`src/rtl/noc_flit_injector.sv`:
```
// rtl/noc_flit_injector.sv - wormhole flit injector with two credit-tracked virtual channels
//
// Turns a local word stream into 68-bit flits for one router input port.
// Ports:
//   clk, reset             single clock, synchronous active-high reset
//   src_valid/src_ready    local word handshake; src_data payload, src_last ends packet,
//                          src_vc requested VC (sampled on the head word only)
//   channel_out[0:67]      registered flit: [0] valid, [1] head, [2] tail, [3] vc, [4:67] payload
//   flow_ctrl_in[0:1]      credit return: [0] credit valid, [1] credit VC
//   credits_vc0/vc1        current per-VC credit counts
//   busy                   packet open (state BODY)
//   error                  sticky credit-overflow flag
module noc_flit_injector #(
    parameter int BUFFER_DEPTH = 8,
    parameter int CRED_W       = 4
) (
    input  logic              clk,
    input  logic              reset,
    input  logic              src_valid,
    output logic              src_ready,
    input  logic [63:0]       src_data,
    input  logic              src_last,
    input  logic              src_vc,
    output logic [0:67]       channel_out,
    input  logic [0:1]        flow_ctrl_in,
    output logic [CRED_W-1:0] credits_vc0,
    output logic [CRED_W-1:0] credits_vc1,
    output logic              busy,
    output logic              error
);

    typedef enum logic {IDLE = 1'b0, BODY = 1'b1} state_t;

    localparam logic [CRED_W-1:0] FULL = CRED_W'(BUFFER_DEPTH);

    state_t            state_q, state_d;
    logic              cur_vc_q, cur_vc_d;
    logic [CRED_W-1:0] cred0_q, cred0_d, cred1_q, cred1_d;
    logic              error_q, error_d;
    logic [0:67]       chan_q, chan_d;

    logic vc_use;
    logic accept;
    logic dec0, dec1, inc0, inc1, ovf0, ovf1;

    // The VC is chosen by the head word and then held until the tail.
    assign vc_use    = (state_q == BODY) ? cur_vc_q : src_vc;
    assign src_ready = !reset && (vc_use ? (cred1_q != '0) : (cred0_q != '0));
    assign accept    = src_valid && src_ready;

    assign dec0 = accept && !vc_use;
    assign dec1 = accept && vc_use;
    assign inc0 = flow_ctrl_in[0] && !flow_ctrl_in[1];
    assign inc1 = flow_ctrl_in[0] && flow_ctrl_in[1];

    // A lone increment on a full counter means the router returned more
    // credits than it has buffer slots: hold the count and flag it.
    assign ovf0 = inc0 && !dec0 && (cred0_q == FULL);
    assign ovf1 = inc1 && !dec1 && (cred1_q == FULL);

    function automatic logic [CRED_W-1:0] next_cred(input logic [CRED_W-1:0] c,
                                                    input logic inc, input logic dec);
        logic [CRED_W-1:0] r;
        r = c;
        if (inc && !dec && (c != FULL)) begin
            r = c + CRED_W'(1);
        end else if (dec && !inc) begin
            r = c - CRED_W'(1);
        end
        return r;
    endfunction

    always_comb begin
        state_d  = state_q;
        cur_vc_d = cur_vc_q;
        chan_d   = '0;
        cred0_d  = next_cred(cred0_q, inc0, dec0);
        cred1_d  = next_cred(cred1_q, inc1, dec1);
        error_d  = error_q || ovf0 || ovf1;
        if (accept) begin
            chan_d = {1'b1, (state_q == IDLE), src_last, vc_use, src_data};
            if (state_q == IDLE) begin
                if (!src_last) begin
                    state_d  = BODY;
                    cur_vc_d = src_vc;
                end
            end else if (src_last) begin
                state_d = IDLE;
            end
        end
    end

    always_ff @(posedge clk) begin
        if (reset) begin
            state_q  <= IDLE;
            cur_vc_q <= 1'b0;
            cred0_q  <= FULL;
            cred1_q  <= FULL;
            error_q  <= 1'b0;
            chan_q   <= '0;
        end else begin
            state_q  <= state_d;
            cur_vc_q <= cur_vc_d;
            cred0_q  <= cred0_d;
            cred1_q  <= cred1_d;
            error_q  <= error_d;
            chan_q   <= chan_d;
        end
    end

    assign channel_out = chan_q;
    assign credits_vc0 = cred0_q;
    assign credits_vc1 = cred1_q;
    assign busy        = (state_q == BODY);
    assign error       = error_q;

endmodule

```
`config.mk`:
```
export PLATFORM = sky130hd
export DESIGN_NAME = noc_flit_injector
export DESIGN_NICKNAME = d
export VERILOG_FILES = /design/src/rtl/noc_flit_injector.sv
export SDC_FILE = /design/constraint.sdc
export NUM_CORES = 1
export LEC_CHECK = 0
export ABC_AREA = 0
export CAP_MARGIN = 20
export CORE_MARGIN = 1.5
export CORE_UTILIZATION = 41
export DETAILED_ROUTE_END_ITERATION = 6
export GPL_ROUTABILITY_DRIVEN = 0
export PLACE_DENSITY = 0.83
export SLEW_MARGIN = 0
export SYNTH_ARGS = -nofsm -noshare
export SYNTH_HDL_FRONTEND = slang
export SYNTH_SLANG_ARGS = --single-unit
```
`constraint.sdc`:
```
create_clock -name clk -period 3.6 [get_ports clk]
set_input_delay 0.72 -clock clk [delete_from_list [all_inputs] [get_ports clk]]
set_output_delay 0.72 -clock clk [all_outputs]
set_load 0.1 [all_outputs]
```
### Word level (Yosys, flattened, before mapping)

Cells that the tools add are included.

* input bits: 71
* logic and storage cells: 55
* bits in writable memories: 0
* output and inout bits: 79
* memories kept: 0
* bits in registers: 79
* latch bits: 0
* memory bits (read-only): 0

* multipliers: 0
* multiplexer cells: 8
* div/mod/pow operators: 0
* add/sub/neg operators: 4
* $lt $le $gt $ge: 0
* shifts and indexed selects: 0
* reductions and logical operators: 29
* bitwise operators: 3
* eq/ne operators: 4

Operators with widths (number)
* 68-bit two-way mux: 1
* 4-bit two-way mux: 4
* 1-bit logical AND: 14
* 4-bit by 1-bit adder with 4-bit output, second input constant: 2
* 4-bit == test, second input constant: 2
* 4-bit != test, second input constant: 2
* 4-bit nonzero test: 2
* 4-bit by 1-bit subtractor with 4-bit output, second input constant: 2
* 1-bit logical NOT: 7
* 2-bit nonzero test: 2
* 1-bit two-way mux: 3
* 1-bit NOT: 3
* 3-bit AND reduction: 1
* 1-bit logical OR: 2
* 2-bit OR reduction: 1

### Depth between registers and ports, before layout

Gate-level depths: netlist of the first run.

* depth after elaboration: 10
* mapped depth: 9
* depth with buffers taken out: 8

### Least setup slack after synthesis of the first run

No wires, ideal clock.

* kind: flip-flop to output port
* start: register state_q (netlist: busy)
* end: output src_ready
* data required time: 2.880 ns
* path buffers: 1
* data arrival time: 3.124 ns
* slack: -0.244 ns
* cell stages (with the launch flop): 5
* path through: dfxtp_1 -> mux2_4 -> buf_6 -> mux2_4 -> nor2_1

* word-level cells in the longest chain between the ends: 3

Ends and longest elaborated chain
* from (decl): RTL line 36 `state_t state_q, state_d;`
* from (signal assigned): RTL line 102 `state_q <= state_d;`
* 1-bit two-way mux: RTL line 47 `assign vc_use = (state_q == BODY) ? cur_vc_q : src_vc;`
* 1-bit two-way mux: RTL line 48 `assign src_ready = !reset && (vc_use ? (cred1_q != '0) : (cred0_q != '0));`
* 1-bit logical AND: RTL line 48
* to (decl): RTL line 20 `output logic src_ready,`

Every way passes these cells.

### Worst setup path after layout of the first run

* start: input src_vc
* end: output src_ready

* word-level cells in the longest chain between the ends: 3

Ends and longest elaborated chain
* from (decl): RTL line 23 `input logic src_vc,`
* 1-bit two-way mux: RTL line 47
* 1-bit two-way mux: RTL line 48
* 1-bit logical AND: RTL line 48

Every way passes these cells.

==> qor.yml, run 1 <==
powerDensity_nw_per_um2: 586
setup_ws_ns: 0.662
synth_edf_count: 0
synth_seq_cells: 79
hold_end: "cur_vc_q$_SDFFE_PP0P_"
crit_type: "input pin to output pin"
finalNonFillerCells: 498
vias: 2599
critPathLaunchType: "input pin"
fill_cells: 495
cp_cell_sequence: "clkdlybuf4s50_1, mux2_4, mux2_4, nor2_2, buf_12"
io_pins: 150
cts_max_level: 3
worstSkewPairLatency_ns: 0.34
pre_cts_ws_ns: 0.413
clk_pin_slew_worst_paths_ns: 0.08
ff2ff_path_depth: 8
holdCritStartpoint: "cur_vc_q$_SDFFE_PP0P_"
antenna_found_initial: 0
holdBufCountCts: 0
dp_hpwl_um: 5780
final_nets: 490
wl_per_cell_um: 16.3
finalClockSkew_ns: 0.0132
coreArea_sq_um: 6720
post-cts-setup-buffers: 0
grt_pass1_wl_um: 12500
crit_arrival_ns: 2.22
diodes: 0
syn_avg_cell_area_sq_um: 10.6
synth_ff_type: "dfxtp_1"
topRoutingLayerUsed: "met4"
slowest_delay_ns: 0.45
wl_met3_um: 500
leakage_nw: 1.96
grt_max_degree: 40
regArea_sq_um: 1580
synthArstFlopShare: 0
end_kind: "output pin"
track_usage: 0.220
worstReg2RegStart: "credits_vc0[1]$_SDFFE_PP0P_"
whs_path_depth: 2
die_x_um: 86.0
slowest_stage: "clkdlybuf4s50_1"
syn-cell-area_sq_um: 2820
root_buffer: "clkbuf_8"
crit_fanout: 11
slew_headroom: 0.301
multi_input_comb_area_sq_um: 1150
whs_ns: 0.500
finalPower_mw: 2.69
cp_top_family: "multiplexers"
yosysTopAreaCellShare: 0.561
drc: 0
cpMostUsedCell: "mux2_4"
die_h_um: 86.0
worst-r2r-setup-slack_ns: 0.94
slew_violations: 0
cts_resized: 0
fin_util: 0.683
via_per_inst: 5.22
cts_buffer_depth: 2
ant_nets: 0
dr_wl_met2_um: 4170
dieArea_sq_um: 7390
yosysTopAreaCell: "dfxtp_1"
status: "complete, no violations"
cts_sinks: 79
peakVddDrop_mv: 0.311
hold_class: "register to register"
drtPass1Iterations: 4
start_util: 0.420
finalInstanceArea_sq_um: 4590
wl_um: 8120
syn_inst: 267
fmax_mhz: 340
portBuffers: 149
rsz0062_at_grt: "no"
ys_seq_area_frac: 0.561
dpl_cell_area_sq_um: 4380
syn_nets: 344
cap_violations: 0
met1_length_um: 3330
finalSetupViolCount: 0
crit_buf_inv: 2
synthToLayoutAreaGrowth_pct: 62.7
r2r_end: "credits_vc0[3]$_SDFFE_PP1P_"
synth.area.top_cells: "dfxtp_1 (56%), and3_1 (14%), a21oi_1 (2.1%), ha_1 (1.8%), o21ai_0 (1.8%)"
overflow: 0
cts_made_buffers: 9
cts_tree: "done"
grt_pass1_vias: 2373
hold_violations: 0
drive_gt1_frac: 0.108
num_rows: 30
layout_min_cycle_time_ns: 2.94
synth_cell_types: 41
required_ns: 2.88
drtIter0Drc: 77
setup_tns_ns: 0
placed_cells: 482
tightest_slew_ns: 1.05
yosysWarnings: 0
period_share: 0.816
-- per-layer routing --
metal / track usage / vias up
li1: - / 1255
met1: 0.261 / 1219
met2: 0.392 / 113
met3: 0.0414 / 12
met4: 0.0850 / 0
met5: 0 / -
-- cells in the final DEF, fill, tap and decap left out, drive strengths merged, types with 4 or more instances in the layout --
master / instances
o21ai: 12
nor3: 9
a21oi: 12
nor4: 8
nand3: 9
ha: 4
and3: 65
nor2: 8
clkdlybuf4s50: 140
clkbuf: 11
mux2i: 4
dfxtp: 79
buf: 16
-- worst min-delay path: cells and delay by family (launching register included) --
kind	cells	cell delay (ns)
compound gates	2	0.12
flops	1	0.33
-- power breakdown --
group	leakage [nW]	switching [mW]	internal, mW
clock network	0.106	0.324	0.363
registers	0.649	0.0573	0.939
logic	1.20	0.706	0.303
total	1.96	1.09	1.61
-- area by class of cell --
type | count | share of cell area
Multi-Input combinational cell | 165 | 0.251
Timing Repair Buffer | 156 | 0.334
Sequential cell | 79 | 0.344
Tap cell | 80 | 0.0218
Inverter | 2 | 0.00163
Clock inverter | 5 | 0.0139
Clock buffer | 11 | 0.0330
-- cell families after synthesis --
family | after synthesis | share of synthesized area
DFF | 79 | 0.561
AOI/OAI and AO/OA | 35 | 0.0750
muxes | 6 | 0.0262
adders and majority gates | 6 | 0.0319
and+or+nand+nor | 116 | 0.263
xor gates and xnor gates | 2 | 0.00621
buffers and inverters | 23 | 0.0373
-- flip-flops by register name, summed over array words and instances (netlist names) --
name	flops
credits_vc0	4
cur_vc_q	1
credits_vc1	4
error	1
busy	1
channel_out	68
-- synthesized netlist by cell type (2+ instances only) --
cell / number
dfxtp_1: 79
nand2_1: 3
o21ai_0: 10
nand3_1: 9
nor3b_1: 2
clkbuf_1: 13
and3_1: 64
ha_1: 4
and2_1: 3
nor3_1: 8
nor4_1: 4
nor2b_1: 2
o311a_1: 2
nor2_1: 8
xor2_1: 2
mux2i_1: 3
buf_2: 5
o41ai_1: 2
a31oi_1: 3
o221ai_1: 2
fa_1: 2
o21ai_1: 2
a21oi_1: 12
inv_1: 2
mux2_4: 2
nor4_2: 3
nand2b_1: 2
-- how the worst max path moves through the flow --
stage                      start                     endpoint  slack [ns]  cells past startpoint
2_1_floorplan  busy$_SDFFE_PP0N_                    src_ready        0.22                      4
3_3_place_gp              src_vc  credits_vc0[3]$_SDFFE_PP1P_        0.56                      9
3_5_place_dp              src_vc  credits_vc0[3]$_SDFFE_PP1P_        0.41                      9
4_1_cts                   src_vc                    src_ready        0.66                      5
5_1_grt                   src_vc  credits_vc0[3]$_SDFFE_PP1P_        0.63                      9
6_report                  src_vc                    src_ready        0.66                      5
Note: power is estimated with default switching activity, not from simulation.
==> run 2, diff against run 1 <==
--- a/config.mk
+++ b/config.mk
@@ -8,10 +8,10 @@
 export ABC_AREA = 0
 export CAP_MARGIN = 20
 export CORE_MARGIN = 1.5
-export CORE_UTILIZATION = 41
+export CORE_UTILIZATION = 35
 export DETAILED_ROUTE_END_ITERATION = 6
 export GPL_ROUTABILITY_DRIVEN = 0
-export PLACE_DENSITY = 0.83
+export PLACE_DENSITY = 0.76
 export SLEW_MARGIN = 0
 export SYNTH_ARGS = -nofsm -noshare
 export SYNTH_HDL_FRONTEND = slang
==> constraint.sdc (replaced) <==
create_clock -name clk -period 2.4 [get_ports clk]
set_input_delay 0.48 -clock clk [delete_from_list [all_inputs] [get_ports clk]]
set_output_delay 0.48 -clock clk [all_outputs]
set_load 0.1 [all_outputs]
==> qor.yml, run 2 (synthesis results as in run 1) <==
status: "complete, no violations"  # unchanged
hold_violations: 0  # unchanged
end_kind: "output pin"  # unchanged
dieArea_sq_um: 8610  # was 7390 sq um
num_rows: 32  # was 30
switchingPower_mw: 1.68  # was 1.09 mW
crit_end: "src_ready"  # unchanged
wl_per_cell_um: 15.1  # was 16.3 um
grt_pass1_vias: 2502  # was 2373
mostFrequentLayoutCells: "buf_4 (104), dfxtp_1 (70), clkdlybuf4s50_1 (70)"  # was clkdlybuf4s50_1 (140), dfxtp_1 (79), and3_1 (64)
leakage_nw: 2.19  # was 1.96 nW
critical_path_depth: 5  # unchanged
p_seq_frac: 0.372  # was 0.370
grt_pass1_wl_um: 12700  # was 12500 um
dpl_cell_area_sq_um: 4450  # was 4380 sq um
critPathLaunchType: "input pin"  # unchanged
crit_buf_inv: 2  # unchanged
vias: 2661  # was 2599
slew_headroom: 0.730  # was 0.301
dp_hpwl_um: 5990  # was 5780 um
placed_cells: 523  # was 482
track_usage: 0.192  # was 0.220
crit_type: "input pin to output pin"  # unchanged
worstReg2RegStart: "credits_vc1[0]$_SDFFE_PP0P_"  # was credits_vc0[1]$_SDFFE_PP0P_
pre_cts_ws_ns: -0.353  # was 0.413 ns
portBuffers: 149  # unchanged
coreArea_sq_um: 7770  # was 6720 sq um
fmax_mhz: 427
cts_tree: "done"  # unchanged
finalInstanceArea_sq_um: 4650  # was 4590 sq um
grt_max_degree: 45  # was 40
via_per_inst: 4.93  # was 5.22
cp_cell_sequence: "clkdlybuf4s50_1, mux2_4, mux2_4, nor2_4, buf_12"  # was clkdlybuf4s50_1, mux2_4, mux2_4, nor2_2, buf_12
worst-r2r-setup-slack_ns: 0.16  # was 0.94 ns
crit_arrival_ns: 1.86  # was 2.22 ns
cp-startpoint: "src_vc"  # unchanged
multi_input_comb_area_sq_um: 1200  # was 1150 sq um
cap_violations: 0  # unchanged
layout_min_cycle_time_ns: 2.34
drc: 0  # unchanged
ff2ff_path_depth: 8  # unchanged
start_util: 0.363  # was 0.420
setup_ws_ns: 0.0604  # was 0.662 ns
root_buffer: "clkbuf_8"  # unchanged
whs_path_depth: 2  # unchanged
regArea_sq_um: 1610  # was 1580 sq um
overflow: 0  # unchanged
cts_max_level: 3  # unchanged
r2r_end: "credits_vc1[3]$_SDFFE_PP1P_"  # was credits_vc0[3]$_SDFFE_PP1P_
power.internal_mw: 2.36  # was 1.61 mW
die_h_um: 92.8  # was 86.0 um
diodes: 0  # unchanged
final_nets: 510  # was 490
drive_gt1_frac: 0.347  # was 0.108
slew_violations: 0  # unchanged
hold_class: "register to register"  # unchanged
cp_top_family: "multiplexers"  # unchanged
final_common_cell: "buf_4"  # was clkdlybuf4s50_1
slowest_stage: "clkdlybuf4s50_1"  # unchanged
p_clk_frac: 0.229  # was 0.255
holdCritStartpoint: "cur_vc_q$_SDFFE_PP0P_"  # unchanged
p_comb_frac: 0.399  # was 0.375
cts_buffer_depth: 2  # unchanged
wl_um: 8150  # was 8120 um
largest_reg_flops: 68  # unchanged
die_x_um: 92.8  # was 86.0 um
tightest_slew_ns: 0.402  # was 1.05 ns
synthToLayoutAreaGrowth_pct: 64.7  # was 62.7%
peakVddDrop_mv: 0.510  # was 0.311 mV
finalClockSkew_ns: 0.00951  # was 0.0132 ns
ant_nets: 0  # unchanged
slowest_delay_ns: 0.45  # about the same
rsz0062_at_grt: "no"  # unchanged
cpMostUsedCell: "mux2_4"  # unchanged
cts_sinks: 79  # unchanged
powerDensity_nw_per_um2: 868  # was 586 nW/um^2
drtPass1Iterations: 4  # unchanged
fill_cells: 650  # was 495
clk_pin_slew_worst_paths_ns: 0.08  # about the same
finalNonFillerCells: 540  # was 498
drtIter0Drc: 112  # was 77
finalSetupViolCount: 0  # unchanged
antenna_found_initial: 0  # unchanged
netSwitchingFraction: 0.415  # was 0.404
cts_made_buffers: 9  # unchanged
worstSkewPairLatency_ns: 0.34  # about the same
required_ns: 1.92  # was 2.88 ns
crit_fanout: 4  # was 11
io_pins: 150  # unchanged
period_share: 0.975
run 2: per-layer routing:
| metal | share of wire | track usage | up-vias |
|---|---|---|---|
| li1 | - | - | 1293 |
| met2 | 0.49 | 0.323 | 121 |
| met5 | 0 | 0 | - |
| met1 | 0.42 | 0.227 | 1235 |
| met3 | 0.070 | 0.0583 | 12 |
| met4 | 0.020 | 0.0758 | 0 |
run 2: worst min-delay path, cell delays in order, from the launching register on:
cell	delay, ns
dfxtp_1	0.33
o41ai_1	0.06
a21oi_1	0.06
run 2: cell type report:
class                           instances  area share
Clock inverter                          6      0.0105
Inverter                                2     0.00215
Tap cell                              102      0.0275
Timing Repair Buffer                  176       0.327
Clock buffer                           10      0.0296
Multi-Input combinational cell        165       0.258
Sequential cell                        79       0.345
run 2: stage by stage:
step,hold slack (ns),utilization,total power [mW],setup TNS [ns]
after floorplan,0.455,-,2.66,0
after global placement,0.474,0.573,3.11,-0.869
after detailed placement,0.477,0.573,3.13,-1.19
after CTS,0.495,0.598,4.07,0
after global routing,0.514,0.598,4.24,0
final,0.491,0.598,4.04,0
run 2: power by group through the flow:
stage                     Sequential [mW]  Combinational [mW]  Clock (mW)
after CTS                            1.50                1.61       0.957
after detailed placement             1.53                1.60           0
final                                1.50                1.61       0.925
after global placement               1.53                1.58           0
after floorplan                      2.23               0.430           0
after global routing                 1.52                1.69        1.03
run 2: what timing repair did:
action / CTS / global route
endpoints found under the setup margin: 1 / 1
setup buffers: 2 / 0
hold buffers: 0 / 0
gates resized for setup: 0 / 2
run 2: how the worst min path moves through the flow:
stage | to | slack (ns)
floorplan | cur_vc_q$_SDFFE_PP0P_ | 0.45
global placement | cur_vc_q$_SDFFE_PP0P_ | 0.47
detailed placement | cur_vc_q$_SDFFE_PP0P_ | 0.48
CTS | cur_vc_q$_SDFFE_PP0P_ | 0.50
global route | cur_vc_q$_SDFFE_PP0P_ | 0.51
finish | cur_vc_q$_SDFFE_PP0P_ | 0.49
